==> src/rtl/fir_filter_tdm.sv <==
// Time-multiplexed float10 FIR filter: one shared multiplier and adder, sequenced tap by tap
// over per-channel sample rings that share a runtime-loadable coefficient bank.

module float_point_mult #(
    parameter int unsigned LAT = 1
) (
    input  logic       clk,
    input  logic       rst_n,
    input  logic       en,
    input  logic [9:0] a,
    input  logic [9:0] b,
    output logic [9:0] out,
    output logic       out_avl
);
    logic [11:0] prod;
    logic [9:0]  res;
    logic [2:0]  cnt;
    int          e;

    // Exact 6x6 significand product, truncated toward zero; exponent field 0 reads as zero
    always_comb begin
        prod = 12'({1'b1, a[4:0]}) * 12'({1'b1, b[4:0]});
        e    = int'(a[8:5]) + int'(b[8:5]) - 7 + (prod[11] ? 1 : 0);
        res  = '0;
        if (a[8:5] == 4'd0 || b[8:5] == 4'd0 || e < 1) res = '0;
        else if (e > 15)                                res = {a[9] ^ b[9], 4'hF, 5'h1F};
        else                                            res = {a[9] ^ b[9], 4'(e), prod[11] ? prod[10:6] : prod[9:5]};
    end

    always_ff @(posedge clk or negedge rst_n) begin
        if (!rst_n) begin
            out     <= '0;
            out_avl <= 1'b0;
            cnt     <= '0;
        end else if (en) begin
            out     <= res;
            out_avl <= (LAT <= 1);
            cnt     <= (LAT <= 1) ? 3'd0 : 3'(LAT - 1);
        end else if (cnt != 3'd0) begin
            cnt     <= cnt - 3'd1;
            out_avl <= (cnt == 3'd1);
        end
    end
endmodule

module float_point_adder #(
    parameter int unsigned LAT = 1
) (
    input  logic       clk,
    input  logic       rst_n,
    input  logic       en,
    input  logic [9:0] a,
    input  logic [9:0] b,
    output logic [9:0] out,
    output logic       out_avl
);
    logic [20:0] ma;
    logic [20:0] mb;
    logic [21:0] sum;
    logic        sgn;
    logic [9:0]  res;
    logic [2:0]  cnt;
    int          msb;
    int          e;

    // Both operands scaled to a common fixed point so the sum is exact before truncation
    always_comb begin
        ma  = (a[8:5] == 4'd0) ? '0 : 21'({1'b1, a[4:0]}) << (a[8:5] - 4'd1);
        mb  = (b[8:5] == 4'd0) ? '0 : 21'({1'b1, b[4:0]}) << (b[8:5] - 4'd1);
        sgn = a[9];
        if (a[9] == b[9]) begin
            sum = {1'b0, ma} + {1'b0, mb};
        end else if (ma >= mb) begin
            sum = {1'b0, ma - mb};
        end else begin
            sum = {1'b0, mb - ma};
            sgn = b[9];
        end
        msb = 0;
        for (int i = 0; i < 22; i++) if (sum[i]) msb = i;
        e   = msb - 4;
        res = '0;
        if (e < 1)       res = '0;
        else if (e > 15) res = {sgn, 4'hF, 5'h1F};
        else             res = {sgn, 4'(e), 5'(sum >> (msb - 5))};
    end

    always_ff @(posedge clk or negedge rst_n) begin
        if (!rst_n) begin
            out     <= '0;
            out_avl <= 1'b0;
            cnt     <= '0;
        end else if (en) begin
            out     <= res;
            out_avl <= (LAT <= 1);
            cnt     <= (LAT <= 1) ? 3'd0 : 3'(LAT - 1);
        end else if (cnt != 3'd0) begin
            cnt     <= cnt - 3'd1;
            out_avl <= (cnt == 3'd1);
        end
    end
endmodule

module fir_filter_tdm #(
    parameter int unsigned TAPS     = 30,
    parameter int unsigned CHANNELS = 1,
    parameter int unsigned MUL_LAT  = 1,
    parameter int unsigned ADD_LAT  = 1,
    localparam int unsigned PW      = $clog2(TAPS),
    localparam int unsigned CW      = (CHANNELS > 1) ? $clog2(CHANNELS) : 1
) (
    input  logic          clk_fast,
    input  logic          rst,
    input  logic          clr,
    input  logic          in_valid,
    output logic          in_ready,
    input  logic [CW-1:0] in_chan,
    input  logic [9:0]    in_data,
    input  logic          coef_we,
    input  logic [PW-1:0] coef_addr,
    input  logic [9:0]    coef_data,
    output logic          out_valid,
    output logic [CW-1:0] out_chan,
    output logic [9:0]    out_data,
    output logic          busy
);
    localparam int unsigned DEPTH  = 1 << PW;
    localparam int unsigned NCH    = 1 << CW;
    localparam logic [PW:0] TAPS_X = (PW + 1)'(TAPS);

    localparam logic [2:0] S_IDLE   = 3'd0;
    localparam logic [2:0] S_LOAD   = 3'd1;
    localparam logic [2:0] S_MUL    = 3'd2;
    localparam logic [2:0] S_WAIT_M = 3'd3;
    localparam logic [2:0] S_ADD    = 3'd4;
    localparam logic [2:0] S_WAIT_A = 3'd5;
    localparam logic [2:0] S_DONE   = 3'd6;

    logic [2:0]    state, state_nx;
    logic [9:0]    coef  [DEPTH];
    logic [9:0]    dline [NCH][DEPTH];
    logic [PW-1:0] wr_ptr [NCH];
    logic [PW-1:0] k, base, rd_idx;
    logic [PW:0]   idx_sum;
    logic [CW-1:0] chan;
    logic [9:0]    sample, acc, prod;
    logic [9:0]    mul_out, add_out;
    logic          mul_avl, add_avl, chan_ok, last_tap;

    assign in_ready = (state == S_IDLE) && !clr && !out_valid;
    assign chan_ok  = 32'(in_chan) < CHANNELS;
    assign last_tap = (k == PW'(TAPS - 1));

    // x[n-k] lives k slots behind the newest sample, wrapping around the ring
    always_comb begin
        idx_sum = {1'b0, base} + TAPS_X - {1'b0, k};
        rd_idx  = (idx_sum >= TAPS_X) ? PW'(idx_sum - TAPS_X) : PW'(idx_sum);
    end

    float_point_mult #(.LAT(MUL_LAT)) u_mult (
        .clk(clk_fast), .rst_n(rst), .en(state == S_MUL),
        .a(coef[k]), .b(dline[chan][rd_idx]), .out(mul_out), .out_avl(mul_avl)
    );

    float_point_adder #(.LAT(ADD_LAT)) u_add (
        .clk(clk_fast), .rst_n(rst), .en(state == S_ADD),
        .a(acc), .b(prod), .out(add_out), .out_avl(add_avl)
    );

    always_ff @(posedge clk_fast or negedge rst) begin
        if (!rst) state <= S_IDLE;
        else      state <= state_nx;
    end

    always_comb begin
        state_nx = state;
        case (state)
            S_IDLE:   if (in_valid && in_ready && chan_ok) state_nx = S_LOAD;
            S_LOAD:   state_nx = S_MUL;
            S_MUL:    state_nx = S_WAIT_M;
            S_WAIT_M: if (mul_avl) state_nx = S_ADD;
            S_ADD:    state_nx = S_WAIT_A;
            S_WAIT_A: if (add_avl) state_nx = last_tap ? S_DONE : S_MUL;
            S_DONE:   state_nx = S_IDLE;
            default:  state_nx = S_IDLE;
        endcase
        if (clr) state_nx = S_IDLE;
    end

    // Coefficients survive clr; writes land only while no computation is running
    always_ff @(posedge clk_fast or negedge rst) begin
        if (!rst) begin
            for (int i = 0; i < int'(DEPTH); i++) coef[i] <= '0;
        end else if (coef_we && !busy && 32'(coef_addr) < TAPS) begin
            coef[coef_addr] <= coef_data;
        end
    end

    always_ff @(posedge clk_fast or negedge rst) begin
        if (!rst) begin
            for (int c = 0; c < int'(NCH); c++) begin
                wr_ptr[c] <= '0;
                for (int i = 0; i < int'(DEPTH); i++) dline[c][i] <= '0;
            end
            k         <= '0;
            base      <= '0;
            chan      <= '0;
            sample    <= '0;
            acc       <= '0;
            prod      <= '0;
            out_valid <= 1'b0;
            out_chan  <= '0;
            out_data  <= '0;
            busy      <= 1'b0;
        end else if (clr) begin
            for (int c = 0; c < int'(NCH); c++) begin
                wr_ptr[c] <= '0;
                for (int i = 0; i < int'(DEPTH); i++) dline[c][i] <= '0;
            end
            out_valid <= 1'b0;
            busy      <= 1'b0;
        end else begin
            out_valid <= 1'b0;
            case (state)
                S_IDLE: begin
                    if (in_valid && in_ready && chan_ok) begin
                        chan   <= in_chan;
                        sample <= in_data;
                        busy   <= 1'b1;
                    end
                end
                S_LOAD: begin
                    dline[chan][wr_ptr[chan]] <= sample;
                    base         <= wr_ptr[chan];
                    wr_ptr[chan] <= (wr_ptr[chan] == PW'(TAPS - 1)) ? '0 : wr_ptr[chan] + PW'(1);
                    k            <= '0;
                    acc          <= '0;
                end
                S_WAIT_M: if (mul_avl) prod <= mul_out;
                S_WAIT_A: begin
                    if (add_avl) begin
                        acc <= add_out;
                        if (!last_tap) k <= k + PW'(1);
                    end
                end
                S_DONE: begin
                    out_valid <= 1'b1;
                    out_data  <= acc;
                    out_chan  <= chan;
                    busy      <= 1'b0;
                end
                default: ;
            endcase
        end
    end
endmodule

==> config.mk <==
export PLATFORM = sky130hd
export DESIGN_NAME = fir_filter_tdm
export DESIGN_NICKNAME = d
export VERILOG_FILES = /design/src/rtl/fir_filter_tdm.sv
export SDC_FILE = /design/constraint.sdc
export NUM_CORES = 2
export LEC_CHECK = 0
export CORE_MARGIN = 5
export CORE_UTILIZATION = 40
export CTS_CLUSTER_SIZE = 10
export DETAILED_ROUTE_END_ITERATION = 8
export PLACE_DENSITY = 0.65
export SLEW_MARGIN = 20
export SYNTH_ARGS = -nofsm -noshare
export SYNTH_HDL_FRONTEND = slang
export SYNTH_SLANG_ARGS = --single-unit
==> constraint.sdc <==
create_clock -name clk_fast -period 9.8 [get_ports clk_fast]
set_clock_uncertainty 0.1 [all_clocks]
set_input_delay 1.47 -clock clk_fast [delete_from_list [all_inputs] [get_ports clk_fast]]
set_output_delay 1.47 -clock clk_fast [all_outputs]
set_load 0.02 [all_outputs]
Word level (Yosys, flattened, before mapping)
Cells that the tools add are included.

cells by class
  multiply operators = 1
  equality and inequality tests = 16
  magnitude comparators = 16
  add/sub/neg operators = 17
  multiplexer cells = 86
  bitwise operators = 7
  reduce and logical (&&, ||, !) cells = 34
  shifts and indexed selects = 3

operators by type and width
  operator                                                      number
  two-way mux 320 bit                                           4
  two-way mux 640 bit                                           2
  bitwise mux 640 bit                                           1
  bitwise mux 320 bit                                           1
  demux 320 bit (select 1 bit)                                  1
  two-way mux 10 bit                                            11
  binary-select mux 10 bit (select 5 bit)                       2
  demux 10 bit (select 5 bit)                                   2
  two-way mux 5 bit                                             15
  > comparator 32 x 5 -> 1 bit (second input constant)          2
  less-than comparator 32 x 2 -> 1 bit (second input constant)  2
  two-way mux 21 bit                                            3
  << shifter 6 x 4 -> 21 bit                                    2
  subtractor 21 bit                                             2
  two-way mux 3 bit                                             13
  adder 32 bit                                                  1
  two-way mux 4 bit                                             8
  >> shifter 22 x 32 -> 5 bit                                   1
  subtractor 32 x 4 -> 32 bit (second input constant)           1
  greater-or-equal comparator 6 bit (second input constant)     4
  inverter 5 -> 6 bit                                           4
  adder 21 x 21 -> 22 bit                                       1
  two-way mux 22 bit                                            1
  greater-or-equal comparator 21 bit                            1
  45 further kinds                                              95

storage, ports and cells
  input port bits = 31
  flip-flop bits (word level) = 1055

Depth between registers and ports, before layout
  depth after elaboration = 31
  depth in mapped cells = 46

Hierarchy
A second synthesis with hierarchy kept.

second synthesis, totals
  cell total of the unflattened synthesis = 5753
  area total of the unflattened synthesis = 58618.7 um^2

by module, submodules not included
  module             area each (um^2)  cells each  times used
  fir_filter_tdm     49681.4           4538        1
  float_point_adder  6836.6            978         1
  float_point_mult   2100.8            237         1

Worst setup path before layout
No wires, ideal clock.

  path type = register -> register
  start point = reg k[1]
  end point = reg u_mult.out[1]
  setup slack = 0.183 ns
  path buffers = 6
  period minus slack after synthesis = 9.617 ns
  stages on the path, launching flop included = 43
  library setup time = 0.134 ns
  required time = 9.566 ns
  data arrival time = 9.384 ns
  path through = dfrtp_1 -> ha_1 -> inv_1 -> ha_1 -> fa_1 -> a21o_1 -> a21oi_1 -> xor2_1 -> o31a_1 -> o22ai_1 -> buf_2 -> buf_2 -> buf_1 -> clkbuf_1 -> clkbuf_1 -> mux2_2 -> a21oi_1 -> o21ai_0 -> [7 not listed] -> ha_1 -> or2_2 -> a21o_1 -> a31oi_1 -> mux2i_1 -> nand2_1 -> inv_2 -> ha_1 -> inv_1 -> and3_1 -> or3b_2 -> and2_1 -> o41a_1 -> o41a_1 -> o41a_1 -> clkbuf_1 -> nand2_1 -> o211ai_1

on the way
  word-level cells in the longest chain between the ends = 13
  elaborated cells on any way between the ends = 26

RTL lines
  item                                                                                         RTL line  text
  start: declaration                                                                           143       logic [PW-1:0] k, base, rd_idx;
  start signal: assignment                                                                     243       if (!last_tap) k <= k + PW'(1);
  subtractor 6 x 5 -> 6 bit                                                                    156       idx_sum = {1'b0, base} + TAPS_X - {1'b0, k};
  subtractor 5 bit / greater-or-equal comparator 6 x 5 -> 1 bit (equally long branches)        157       rd_idx = (idx_sum >= TAPS_X) ? PW'(idx_sum - TAPS_X) : PW'(idx_sum);
  two-way mux 5 bit                                                                            157
  inverter 5 -> 6 bit (not written as such)                                                    162       .a(coef[k]), .b(dline[chan][rd_idx]), .out(mul_out), .out_avl(mul_avl)
  binary-select mux 10 bit (select 5 bit)                                                      162
  two-way mux 10 bit (not written as such) (2 in series)                                       162
  adder 4 x 4 -> 5 bit / multiplier 6 x 6 -> 12 bit (equally long branches)                    23, 22
  subtractor 32 x 4 -> 32 bit / two-way mux 1 bit (equally long branches)                      23        e = int'(a[8:5]) + int'(b[8:5]) - 7 + (prod[11] ? 1 : 0);
  adder 32 bit                                                                                 23
  > comparator 32 x 5 -> 1 bit / less-than comparator 32 x 2 -> 1 bit (equally long branches)  26, 25
  two-way mux 9 bit / logical OR 1 bit (equally long branches)                                 26, 25
  two-way mux 10 bit (*)                                                                       25        if (a[8:5] == 4'd0 || b[8:5] == 4'd0 || e < 1) res = '0;
  end signal: assignment                                                                       36        out <= res;
  end: declaration                                                                             12        output logic [9:0] out,

Every way passes the cells marked *; elsewhere a longest branch is shown, timed or not. The select of a mux whose other input is x is not followed.
A chain may end at the register's enable or synchronous reset.

Worst setup path after layout
Same ends and word-level chain as after synthesis.

==> summary.txt <==
GRT
  • First-pass GRT wire length: around 250000 um
  • Antenna violations before repair: 3
  • Gr ovfl total: 0
  • Number of global-route vias before repair: between 40000 and 50000
  • Largest net degree at the start of global routing: roughly 220
  • All-Layer GR Usage: about 21%

Clock network
  • Clock latency on the worst-skew pair: roughly 0.74 ns
  • TritonCTS Buffers: approximately 120
  • Hold Buf Count CTS: 0
  • Clk slew on worst S/H paths: roughly 0.060 ns
  • Clk root buf: clkbuf_16
  • Max clock buf depth: 3
  • CTS sink count: between 1000 and 1500
  • CTS tree: yes
  • H-tree depth: 3

Run status
  • Status: completed

Worst setup path
  • Critical Path AT: approximately 9.8 ns
  • Crit Path Class: flip-flop to flip-flop
  • Critical path launch point type: flip-flop
  • Critical path's most frequent cell: ha_1
  • Peak fanout along the critical path: 24
  • Crit. End Element: flip-flop
  • Critical Path RT: between 10 and 15 ns
  • CP max stage delay: about 0.55 ns
  • CP max-delay cell: fa_1

Layout
  • Final nets: approximately 5400
  • Final instance area: 62900 um2
  • Area occupied by multi-input gates: about 29000 um2
  • Layout cell share with drive strength beyond 1: about a fifth
  • Commonest non-fill, non-tap cell in the layout: dfrtp_1
  • P&R area growth vs syn: 10.0%
  • Most frequent cells in the layout: dfrtp_1 (1042), nand2_1 (763), nor2_1 (588)
  • Storage element area: 26400 um2
  • Layout fillers: approximately 13000

Yosys
  • Syn Inst Count: between 5000 and 6000
  • Mean Syn Cell Area: approximately 11 um2
  • Top cell type by total area after synthesis: dfrtp_1
  • Flops & latches, synth: about 1100
  • Synth top area cells: dfrtp_1 (46%), mux4_2 (10%), mux2i_1 (8.6%)
  • Synth top area share: a little under half
  • Post-synthesis sequential area ratio: around 46%
  • Post-Syn Area: about 57000 um2
  • EDFF count, synth: 0
  • Yosys cell types: 101
  • Syn nets: 5467
  • Async S/R FF share, synth: 100%
  • Most used flip-flop cell after synthesis: dfrtp_1
  • Yosys warns: 0

Timing
  • Final count of negative-setup-slack endpoints: 0
  • Final slew viol count: 0
  • Final Hold Viols: 0
  • Crit share post-route: between 90% and 100%
  • Rel. slew slack: 22.0%
  • Peak Freq: 108 MHz
  • Slew @ Worst Pin: 1.17 ns
  • Fin crit period: 9.29 ns

Drt
  • Aggregate routed wire length: 159000 um
  • Iteration count of the initial detailed-routing pass: 5
  • Drt via density: around 5.8
  • Routed WL per cell: approximately 22 um
  • Number of nets with antenna violations after routing: 0
  • Residual DRC: 0
  • Iteration-0 DRC Markers: between 3000 and 4000
  • Via Count: ~40000

Floorplan
  • Die X: approximately 390 um
  • Die area: roughly 150000 um2
  • IO Count: 45
  • Initial Util: between 40% and 50%
  • Die Span Y: roughly 390 um
  • Core area: roughly 140000 um2
  • Standard-cell rows: 138

Power
  • PwrDens: about 260 nW/um2
  • Overall power: 0.0161 W
  • Worst VDD drop: 0.000295 V
  • Leakage dissipation: about 27 nW

Hold path
  • HP Class: flip-flop to flip-flop

Placement
  • DP Wirelength: approximately 100000 um
  • GPL Wtd Cong: 0.907
  • Area after DPL: between 50000 and 60000 um2
  • PortBufs: 44

Job
  • Max-cap violations: 0
-- critical path: cells and delay by family, from the launching register on --
family	cells	cell delay, ns
flops	1	0.47
simple gates	10	1.52
fa+ha+maj	10	3.29
buf+inv	7	0.97
xor+xnor	1	0.21
compound gates	11	2.33
mux	1	0.22
-- flip-flops by register name, summed over array words and instances (netlist names), 3 cells and up --
register / flops
u_add.out: 10
prod: 10
u_mult.cnt: 3
u_add.cnt: 3
u_mult.out: 10
state: 3
base: 5
out_data: 10
wr_ptr: 10
k: 5
dline: 640
acc: 10
sample: 10
coef: 320
-- per-layer routing --
| metal | up-vias | wire length [um] | GRT usage, % |
|---|---|---|---|
| li1 | 18378 | - | - |
| met1 | 21082 | 69900 | 29.4 |
| met2 | 1302 | 74400 | 33.0 |
| met3 | 226 | 10100 | 3.37 |
| met4 | 4 | 4630 | 6.17 |
| met5 | - | 21 | 0 |
-- repair_timing --
item	4_1_cts	5_1_grt
resized for setup	0	6
setup endpoints to repair	0	10
setup buffers	0	6
-- path summary, 6_finish.rpt --
path,start,endpoint,slack (ns),depth (start not counted)
worst min register to register,coef[1],coef[1],0.27,0
worst max-delay path,k[1],u_mult.out[1],0.51,40
min in group asynchronous,rst,dline[267],0.70,1
worst min-delay path,coef[1],coef[1],0.27,0
worst max register to register,k[1],u_mult.out[1],0.51,40
max in group asynchronous,rst,k[1],6.71,3
-- stage by stage --
stage | hold slack [ns] | setup slack [ns] | utilization [%] | std cells | TNS, ns
after floorplan | 0.324 | 0.183 | - | 5301 | 0
after global placement | 0.260 | 0.331 | 42.1 | 6965 | 0
after detailed placement | 0.262 | 0.171 | 42.1 | 6965 | 0
after CTS | 0.274 | 0.138 | 44.3 | 7110 | 0
after global routing | 0.279 | -0.0161 | 44.4 | 7117 | -0.0355
final | 0.270 | 0.513 | 44.4 | 7119 | 0
-- layout make-up --
class	count	area share, %
antenna	2	0.00795
clock buffer	136	4.93
clock inverter	9	0.191
inverter	134	0.799
multi-input combinational	3728	45.9
sequential	1055	42.0
tap	1890	3.76
timing repair buffer	165	2.40
-- report_power, final --
group | total (W) | switching, W | internal (W) | leakage [nW]
Combinational | 0.00736 | 0.00456 | 0.00280 | 10.7
Sequential | 0.00486 | 0.000193 | 0.00467 | 14.3
Clock | 0.00392 | 0.00172 | 0.00220 | 1.57
Total | 0.0161 | 0.00647 | 0.00966 | 26.6
-- synth_stat cells, drive strengths merged, types with 22 or more instances --
library cell and n:
a21oi 373, buf 89, ha 114, xnor2 27
nand2b 30, mux2 355, nor2 608, nor3 38
mux2i 493, clkbuf 295, o21ai 181, dfrtp 1055
nand2 765, inv 134, nand3 68, a31oi 22
mux4 262, or3 24
-- cells by family after synthesis --
family / synth area share [%]
and+or+nand+nor: 12.3
muxes: 26.0
DFF: 46.2
AOI/OAI and AO/OA: 8.05
buffers and inverters: 3.59
adders and majority gates: 3.23
xor gates and xnor gates: 0.757
Power figures use the tool's default switching activity.
